File: config.mk
export PLATFORM = sky130hd
export DESIGN_NAME = video_timing_gen
export DESIGN_NICKNAME = d
export VERILOG_FILES = /design/src/rtl/video_timing_pkg.sv /design/src/rtl/fractional_clk_en.sv /design/src/rtl/video_timing_gen.sv
export SDC_FILE = /design/constraint.sdc
export NUM_CORES = 1
export LEC_CHECK = 0
export CAP_MARGIN = 20
export CORE_AREA = 3 3 87 80
export CTS_BUF_LIST = sky130_fd_sc_hd__clkbuf_8
export DETAILED_ROUTE_END_ITERATION = 16
export DIE_AREA = 0 0 90 83
export PLACE_DENSITY = 0.74
export SYNTH_ARGS = -nofsm -noshare
export SYNTH_HDL_FRONTEND = slang
export SYNTH_HIERARCHICAL = 1
export SYNTH_SLANG_ARGS = --single-unit
File: constraint.sdc
create_clock -name clk -period 3.6 [get_ports clk]
set_input_delay 0.72 -clock clk [delete_from_list [all_inputs] [get_ports clk]]
set_output_delay 0.72 -clock clk [all_outputs]
set_load 0.02 [all_outputs]
File: src/rtl/video_timing_pkg.sv
// Shared raster-mode types and presets for the video timing generator family.
// Keeps one axis description (active/fp/sync/bp) so modes read the same everywhere.
package video_timing_pkg;

    typedef struct packed {
        logic [15:0] active;
        logic [15:0] fp;
        logic [15:0] sync;
        logic [15:0] bp;
    } axis_t;

    typedef struct packed {
        axis_t h;
        axis_t v;
    } mode_t;

    localparam mode_t MODE_640x480_60 = '{
        h: '{active: 16'd640, fp: 16'd16, sync: 16'd96,  bp: 16'd48},
        v: '{active: 16'd480, fp: 16'd10, sync: 16'd2,   bp: 16'd33}
    };

    localparam mode_t MODE_800x600_60 = '{
        h: '{active: 16'd800, fp: 16'd40, sync: 16'd128, bp: 16'd88},
        v: '{active: 16'd600, fp: 16'd1,  sync: 16'd4,   bp: 16'd23}
    };

    function automatic int unsigned axis_total(input axis_t a);
        return 32'(a.active) + 32'(a.fp) + 32'(a.sync) + 32'(a.bp);
    endfunction

endpackage

File: src/rtl/fractional_clk_en.sv
// Phase accumulator that turns a fast clock into a PIXEL_MHZ/CLK_MHZ enable strobe
// and a roughly 50% duty derived clock. Freezes completely while en is low.
module fractional_clk_en #(
    parameter int CLK_MHZ   = 125,
    parameter int PIXEL_MHZ = 25
) (
    input  logic clk,
    input  logic rst_n,
    input  logic en,
    output logic pixel_en,
    output logic pixel_clk
);

    localparam int W_PH = $clog2(2 * CLK_MHZ);
    localparam logic [W_PH:0]   STEP    = (W_PH + 1)'(PIXEL_MHZ);
    localparam logic [W_PH:0]   MODULUS = (W_PH + 1)'(CLK_MHZ);
    localparam logic [W_PH-1:0] HALF    = W_PH'(CLK_MHZ / 2);

    logic [W_PH-1:0] phase;
    logic [W_PH-1:0] phase_nxt;
    logic [W_PH:0]   sum;
    logic            wrap;

    // Extra sum bit keeps phase + step from aliasing before the modulus compare.
    always_comb begin
        sum       = {1'b0, phase} + STEP;
        wrap      = (sum >= MODULUS);
        phase_nxt = wrap ? W_PH'(sum - MODULUS) : W_PH'(sum);
    end

    always_ff @(posedge clk or negedge rst_n) begin
        if (!rst_n) begin
            phase     <= '0;
            pixel_en  <= 1'b0;
            pixel_clk <= 1'b0;
        end else if (en) begin
            phase     <= phase_nxt;
            pixel_en  <= wrap;
            pixel_clk <= (phase_nxt < HALF);
        end else begin
            pixel_en  <= 1'b0;
        end
    end

endmodule

File: src/rtl/video_timing_gen.sv
// Parametrised raster timing generator in the fast clock domain (x/y, syncs, de, markers).
// Optional colour-bar pattern on red/green/blue when VIDEO_TIMING_GEN_PATTERN_EN is defined.
module video_timing_gen
    import video_timing_pkg::*;
#(
    parameter int   CLK_MHZ    = 125,
    parameter int   PIXEL_MHZ  = 25,
    parameter int   H_ACTIVE   = 640,
    parameter int   H_FP       = 16,
    parameter int   H_SYNC     = 96,
    parameter int   H_BP       = 48,
    parameter int   V_ACTIVE   = 480,
    parameter int   V_FP       = 10,
    parameter int   V_SYNC     = 2,
    parameter int   V_BP       = 33,
    parameter logic H_SYNC_POL = 1'b0,
    parameter logic V_SYNC_POL = 1'b0,
    parameter int   W_COLOR    = 8,
    localparam axis_t       H_AXIS  = '{active: 16'(H_ACTIVE), fp: 16'(H_FP), sync: 16'(H_SYNC), bp: 16'(H_BP)},
    localparam axis_t       V_AXIS  = '{active: 16'(V_ACTIVE), fp: 16'(V_FP), sync: 16'(V_SYNC), bp: 16'(V_BP)},
    localparam int unsigned H_TOTAL = axis_total(H_AXIS),
    localparam int unsigned V_TOTAL = axis_total(V_AXIS),
    localparam int          W_X     = $clog2(H_TOTAL),
    localparam int          W_Y     = $clog2(V_TOTAL)
) (
    input  logic               clk,
    input  logic               rst_n,
    input  logic               en,
    output logic               pixel_en,
    output logic               pixel_clk,
    output logic [W_X-1:0]     x,
    output logic [W_Y-1:0]     y,
    output logic               de,
    output logic               hsync,
    output logic               vsync,
    output logic               line_start,
    output logic               frame_start,
    output logic [W_COLOR-1:0] red,
    output logic [W_COLOR-1:0] green,
    output logic [W_COLOR-1:0] blue
);

    if (PIXEL_MHZ < 1 || PIXEL_MHZ > CLK_MHZ / 2 || H_SYNC == 0 || V_SYNC == 0) begin : g_bad_cfg
        $fatal(1, "video_timing_gen: illegal pixel rate or zero-width sync");
    end

    localparam logic [W_X-1:0] X_LAST   = W_X'(H_TOTAL - 1);
    localparam logic [W_Y-1:0] Y_LAST   = W_Y'(V_TOTAL - 1);
    localparam int unsigned    HS_START = H_ACTIVE + H_FP;
    localparam int unsigned    HS_END   = H_ACTIVE + H_FP + H_SYNC;
    localparam int unsigned    VS_START = V_ACTIVE + V_FP;
    localparam int unsigned    VS_END   = V_ACTIVE + V_FP + V_SYNC;

    fractional_clk_en #(
        .CLK_MHZ   (CLK_MHZ),
        .PIXEL_MHZ (PIXEL_MHZ)
    ) u_clk_en (
        .clk       (clk),
        .rst_n     (rst_n),
        .en        (en),
        .pixel_en  (pixel_en),
        .pixel_clk (pixel_clk)
    );

    logic           adv;
    logic           running;
    logic [W_X-1:0] x_nxt;
    logic [W_Y-1:0] y_nxt;
    logic           de_nxt;
    logic           hs_on;
    logic           vs_on;

    // The first pixel after reset lands on (0,0) so it carries frame_start.
    always_comb begin
        adv   = en & pixel_en;
        x_nxt = x;
        y_nxt = y;
        if (adv) begin
            if (!running) begin
                x_nxt = '0;
                y_nxt = '0;
            end else if (x == X_LAST) begin
                x_nxt = '0;
                y_nxt = (y == Y_LAST) ? '0 : y + W_Y'(1);
            end else begin
                x_nxt = x + W_X'(1);
            end
        end
        de_nxt = (32'(x_nxt) < H_ACTIVE) && (32'(y_nxt) < V_ACTIVE);
        hs_on  = (32'(x_nxt) >= HS_START) && (32'(x_nxt) < HS_END);
        vs_on  = (32'(y_nxt) >= VS_START) && (32'(y_nxt) < VS_END);
    end

    always_ff @(posedge clk or negedge rst_n) begin
        if (!rst_n) begin
            running     <= 1'b0;
            x           <= '0;
            y           <= '0;
            de          <= 1'b0;
            hsync       <= ~H_SYNC_POL;
            vsync       <= ~V_SYNC_POL;
            line_start  <= 1'b0;
            frame_start <= 1'b0;
        end else begin
            line_start  <= adv && (x_nxt == '0);
            frame_start <= adv && (x_nxt == '0) && (y_nxt == '0);
            if (adv) begin
                running <= 1'b1;
                x       <= x_nxt;
                y       <= y_nxt;
                de      <= de_nxt;
                hsync   <= hs_on ? H_SYNC_POL : ~H_SYNC_POL;
                vsync   <= vs_on ? V_SYNC_POL : ~V_SYNC_POL;
            end
        end
    end

`ifdef VIDEO_TIMING_GEN_PATTERN_EN
    localparam int unsigned BAR_W = (H_ACTIVE / 8 > 0) ? H_ACTIVE / 8 : 1;

    logic [31:0] bar_raw;
    logic [2:0]  bar;

    always_comb begin
        bar_raw = 32'(x_nxt) / BAR_W;
        bar     = (bar_raw > 32'd7) ? 3'd7 : bar_raw[2:0];
    end

    always_ff @(posedge clk or negedge rst_n) begin
        if (!rst_n) begin
            red   <= '0;
            green <= '0;
            blue  <= '0;
        end else if (adv) begin
            red   <= (de_nxt && bar[2]) ? '1 : '0;
            green <= (de_nxt && bar[1]) ? '1 : '0;
            blue  <= (de_nxt && bar[0]) ? '1 : '0;
        end
    end
`else
    assign red   = '0;
    assign green = '0;
    assign blue  = '0;
`endif

endmodule

; ---- Word level (Yosys, flattened, before mapping)
; Index checks and enable logic that the tools add are counted.
[word_totals]
reg_bits = 36
inputBits = 3
n_memories = 0
latch_bits = 0
wordCells = 44
mem_bits_ro = 0
ramBits = 0
[op_classes]
shifts = 0
n_div = 0
eq_ne = 2
muxes = 11
bitwise_logic = 1
n_lt_le_gt_ge = 8
n_addsub = 4
reduce_logical = 7
multipliers = 0
[op_table]
columns = op, n
row1 = 2-to-1 mux 10 bit, 7
row2 = adder 10 x 1 -> 10 bit (second input constant), 2
row3 = equality test 10 bit (second input constant), 2
row4 = zero test 10 bit, 2
row5 = < comparator 10 bit (second input constant), 2
row6 = < comparator 10 x 9 -> 1 bit (second input constant), 2
row7 = >= comparator 10 bit (second input constant), 1
row8 = >= comparator 10 x 9 -> 1 bit (second input constant), 1
row9 = adder 8 x 5 -> 9 bit (second input constant), 1
row10 = >= comparator 9 x 7 -> 1 bit (second input constant), 1
row11 = < comparator 8 x 6 -> 1 bit (second input constant), 1
row12 = 2-to-1 mux 8 bit, 1
row13 = subtractor 8 x 7 -> 8 bit (second input constant), 1
row14 = logical AND 1 bit, 5
row15 = 2-to-1 mux 1 bit, 3
row16 = bitwise AND 1 bit, 1

; ---- Logic depth before layout (Yosys ltp)
[logic_depth]
depth_word = 8
ltp_mapped = 9

; ---- By module
; The synthesis kept the hierarchy.
[by_module_without_submodules]
columns = mod, instances, cells_per_inst, area_each_um2
row1 = video_timing_gen, 1, 212, 1798.0
row2 = fractional_clk_en, 1, 106, 929.6

; ---- Least setup slack after synthesis
; No wires, ideal clock.
[synth_timing]
path_kind = flip-flop to flip-flop
start = reg x[0]
end = reg vsync
setup_ps = 83
path_stages_with_launch = 9
t_arrival_ps = 2616
period_less_slack_ps = 2700
slack_ps = 900
cell_sequence = dfrtp_1 ha_1 and4_1 nand3_1 nor4_2 o21ai_1 a22o_1 or3_1 o32a_1
[synth_between]
elab_chain_cells = 7
[synth_lines]
columns = element, line
row1 = "start, declared", video_timing_gen.sv:31  ; output logic [W_X-1:0] x,
row2 = "start signal, assigned", video_timing_gen.sv:109  ; x <= x_nxt;
row3 = equality test 10 bit *, video_timing_gen.sv:82  ; end else if (x == X_LAST) begin
row4 = 2-to-1 mux 10 bit *, video_timing_gen.sv:82
row5 = 2-to-1 mux 10 bit *, video_timing_gen.sv:79  ; if (!running) begin
row6 = 2-to-1 mux 10 bit *, video_timing_gen.sv:78  ; if (adv) begin
row7 = >= comparator 10 x 9 -> 1 bit / < comparator 10 x 9 -> 1 bit (equally long branches), video_timing_gen.sv:91  ; vs_on = (32'(y_nxt) >= VS_START) && (32'(y_nxt) < VS_END);
row8 = logical AND 1 bit *, video_timing_gen.sv:91
row9 = 2-to-1 mux 1 bit *, video_timing_gen.sv:113  ; vsync <= vs_on ? V_SYNC_POL : ~V_SYNC_POL;
row10 = "end signal, assigned", video_timing_gen.sv:101  ; vsync <= ~V_SYNC_POL;
row11 = "end signal, assigned", video_timing_gen.sv:113
row12 = "end, declared", video_timing_gen.sv:35  ; output logic vsync,
; Every way passes the cells marked *; elsewhere a longest branch is shown, timed or not.
; A chain may end at the register's enable or synchronous reset.

; ---- Final worst setup path
[layout_timing]
start = reg x[0]
end = reg frame_start
[layout_between]
elab_chain_cells = 7
[layout_lines]
columns = element, line
row1 = adder 10 x 1 -> 10 bit / equality test 10 bit (equally long branches), "video_timing_gen.sv:86, video_timing_gen.sv:82"
row2 = 2-to-1 mux 10 bit, video_timing_gen.sv:82
row3 = 2-to-1 mux 10 bit, video_timing_gen.sv:79
row4 = 2-to-1 mux 10 bit, video_timing_gen.sv:78
row5 = zero test 10 bit, video_timing_gen.sv:106  ; frame_start <= adv && (x_nxt == '0) && (y_nxt == '0);
row6 = logical AND 1 bit, video_timing_gen.sv:106
row7 = logical AND 1 bit *, video_timing_gen.sv:106
row8 = "end signal, assigned", video_timing_gen.sv:106
row9 = "end, declared", video_timing_gen.sv:37  ; output logic frame_start,
; Marks and branches as above.

==> results_dict.tcl <==
set metrics [dict create \
    p_int_mw 1.15 \
    cap_violations 0 \
    slew_headroom_pct 47.9 \
    min_path_type "in2async" \
    final_nets 355 \
    synth_top_area_share_pct 31.2 \
    via_count 2505 \
    cts_buffer_depth 2 \
    dp_hpwl_um 4940 \
    r2r_setup_slack_ns 0.56 \
    ios 54 \
    final_max_slew_viol_count 0 \
    tightest_slew_ns 0.781 \
    avgViaCountPerCell 5.77 \
    drt_wl_total_um 6700 \
    crit_chain "ha_1 -> nand4_1 -> o31ai_2 -> o21ai_1 -> a22o_1 -> nor4_1 -> nand2_1 -> nor3_1" \
    synth_top_family_by_area "compound AO/OA/AOI/OAI gates" \
    synthTopCellsByArea "dfrtp_1 (31%), buf_4 (6.6%), nand2_1 (4.3%), o21ai_0 (3.9%), ha_1 (2.8%)" \
    ys_seq_elements 36 \
    htreeDepth 2 \
    leakagePower_nw 1.28 \
    crit_arrival_ns 3.24 \
    cp-end-kind "flip-flop" \
    dieArea_sq_um 7470 \
    cts_tree "done" \
    dp.cells 426 \
    post_cts_buffers 0 \
    cp-start-kind "flip-flop" \
    cts_made_buffers 5 \
    r2r_cells 8 \
    min_period_over_period_pct 84.3 \
    muxShareOfSynthArea_pct 1.56 \
    cp_max_fo 7 \
    p_seq_share_pct 32.0 \
    slowest_stage "o31ai_2" \
    postCtsResizedCells 0 \
    timing.hold.ws_ns 0.510 \
    drc 0 \
    io_buffers 29 \
    clockPowerShare_pct 17.1 \
    insertion_delay_ns 0.29 \
    synth_edf_count 0 \
    hold_buffers 0 \
    worstReg2RegEnd "frame_start$_DFF_PN0_" \
    grtUsageTotal_pct 18.3 \
    dpl_cell_area_sq_um 3000 \
    fin_area_sq_um 3110 \
    power_mw 2.08 \
    async_flop_share_pct 100 \
    synthToLayoutAreaGrowth_pct 14.1 \
    synth_compound_area_share_pct 24.8 \
    fin_cells 434 \
    synthDistinctLibCells 72 \
    synth_simple_gate_area_share_pct 23.6 \
    sw_frac_of_total_pct 44.7 \
    fin_skew_ns 0.00690 \
    initial_core_util_pct 44.4 \
    syn-cell-area_sq_um 2730 \
    hold_viol 0 \
    drtIter0Drc 213 \
    first_pass_iters 5 \
    antenna_found_initial 0 \
    yosysWarnings 6 \
    busiest_layer "met2" \
    clock-sinks 36 \
    grt_overflow 0 \
    num_rows 27 \
    pwr-share-comb_pct 50.9 \
    core_sq_um 6150 \
    synth_area_per_cell_sq_um 8.58 \
    grt_max_degree 37 \
    use_met2_pct 27.0 \
    ant_nets 0 \
    ir_drop_mv 0.236 \
    grt_pass1_wl_um 11400 \
    critPathMaxStageDelay_ns 0.62 \
    diodes 0 \
    yosysSeqAreaShare_pct 33.1 \
    min_period_ns 3.04 \
    timing.rr.start "x[0]$_DFFE_PN0P_" \
    gp_congestion 0.938 \
    synth_largest_area_cell "dfrtp_1" \
    synthCells 318 \
    final-setup-viol-count 0 \
    fp.dieH_um 83 \
    grt_pass1_vias 2304 \
    synth-xor-area-share_pct 3.44 \
    rsz0062_at_grt "false" \
    wl_per_cell_um 15.4 \
    clk_pin_slew_worst_paths_ns 0.08 \
    fp.dieW_um 90 \
    max_freq_ghz 0.329 \
    ys.flop_type "dfrtp_1" \
    status "finished, final reports clean" \
    gr-usage-met3_pct 3.80 \
    setup_tns_ns 0 \
    cellPowerDensity_nw_per_um2 668 \
    layout-drive-gt1-share_pct 9.22 \
    synthAdderAreaFrac_pct 2.75 \
    cts-root-buf "clkbuf_8" \
    cp.required_ns 3.80 \
    p_switching_mw 0.928 \
    critPathKind "reg2reg" \
    grt_use_met1_pct 26.2 \
]
cell families (layout without fill, tap and decap cells):
group | count (synthesis) | after routing
AND/OR/NAND/NOR | 122 | 122
AO/OA/AOI/OAI | 92 | 92
buffers and inverters | 48 | 54
flip-flops | 36 | 36
XOR/XNOR | 9 | 9
adder cells (fa/ha/maj) | 6 | 6
multiplexers | 4 | 4
other | 1 | 24
routing by layer:
metal  part of all wire, %  routed length [um]
met5                     0                   0
met4                   1.8                 119
met3                   8.0                 537
met2                    45                3000
met1                    45                3040
sequential cells by signal, indices dropped and copies added (netlist names):
name                flops
x                      10
y                      10
u_clk_en/phase          8
de                      1
frame_start             1
hsync                   1
line_start              1
running                 1
u_clk_en/pixel_clk      1
u_clk_en/pixel_en       1
vsync                   1
cells in the mapped netlist (2+ instances only):
library cell / instances
a211oi_1: 3
mux2_2: 2
a32o_1: 2
nor3_1: 13
mux2i_1: 2
a21oi_1: 10
o32a_1: 3
buf_4: 24
o21a_1: 4
nand3_1: 15
nand4_1: 7
nor2b_1: 3
inv_1: 13
o31a_1: 3
xnor2_1: 4
nand2b_1: 4
clkbuf_1: 5
and2_1: 2
buf_2: 4
a21o_1: 3
o31ai_1: 4
ha_1: 6
and4_1: 2
nor2_1: 18
xor2_1: 3
dfstp_2: 2
a22oi_1: 2
dfrtp_1: 34
nand2_1: 31
a31oi_1: 3
nor3b_1: 3
o22a_1: 2
o211ai_1: 2
and3_1: 5
or2_2: 2
a22o_1: 5
or3_1: 4
nor4_1: 4
o21ai_1: 7
o21ai_0: 21
critical path: cells and delay by family (launching register included):
kind | cells | cell delay, ns
DFF | 1 | 0.45
and+or+nand+nor | 4 | 1.18
AOI/OAI and AO/OA | 3 | 1.01
adders and majority gates | 1 | 0.31
cells in the final DEF (no fill, tap or decap), types with 4 or more instances in the layout:
| cell type | synthesis | layout |
|---|---|---|
| dfrtp_1 | 34 | 34 |
| nand2_1 | 31 | 31 |
| clkdlybuf4s50_1 | 0 | 28 |
| conb_1 | 1 | 24 |
| o21ai_0 | 21 | 21 |
| nor2_1 | 18 | 18 |
| nand3_1 | 15 | 15 |
| inv_1 | 13 | 13 |
| nor3_1 | 13 | 13 |
| a21oi_1 | 10 | 10 |
| nand4_1 | 7 | 7 |
| o21ai_1 | 7 | 7 |
| ha_1 | 6 | 6 |
| and3_1 | 5 | 5 |
| a22o_1 | 5 | 5 |
| clkbuf_8 | 0 | 5 |
| nand2b_1 | 4 | 4 |
| o21a_1 | 4 | 4 |
| nor4_1 | 4 | 4 |
| o31ai_1 | 4 | 4 |
| xnor2_1 | 4 | 4 |
| or3_1 | 4 | 4 |
power by group through the flow:
stage	clock network, mW	registers (mW)	logic (mW)
finish	0.356	0.665	1.06
detailed placement	0	0.673	1.04
CTS	0.363	0.666	1.05
floorplan	0	0.635	0.848
global route	0.385	0.688	1.17
global placement	0	0.668	1.02
cell type report:
type	count	area (sq um)
inverter	14	60.1
sequential	36	903
tap	87	109
clock inverter	3	42.5
timing repair buffer	32	308
multi-input combinational	257	1620
fill	614	3040
clock buffer	5	68.8
how the worst max path moves through the flow:
stage,cells after the start,to,start
5_1_grt,8,frame_start$_DFF_PN0_,x[0]$_DFFE_PN0P_
3_3_place_gp,8,frame_start$_DFF_PN0_,en
6_report,8,frame_start$_DFF_PN0_,x[0]$_DFFE_PN0P_
3_5_place_dp,8,frame_start$_DFF_PN0_,en
2_1_floorplan,8,vsync$_DFFE_PN1P_,x[0]$_DFFE_PN0P_
4_1_cts,8,frame_start$_DFF_PN0_,x[0]$_DFFE_PN0P_
metrics by stage:
step	setup slack [ns]	utilization (%)
after floorplan	0.900	-
after global placement	0.470	48.8
after detailed placement	0.441	48.8
after CTS	0.607	50.6
after global routing	0.288	50.6
final	0.565	50.6
(Power assumes the default switching activity.)
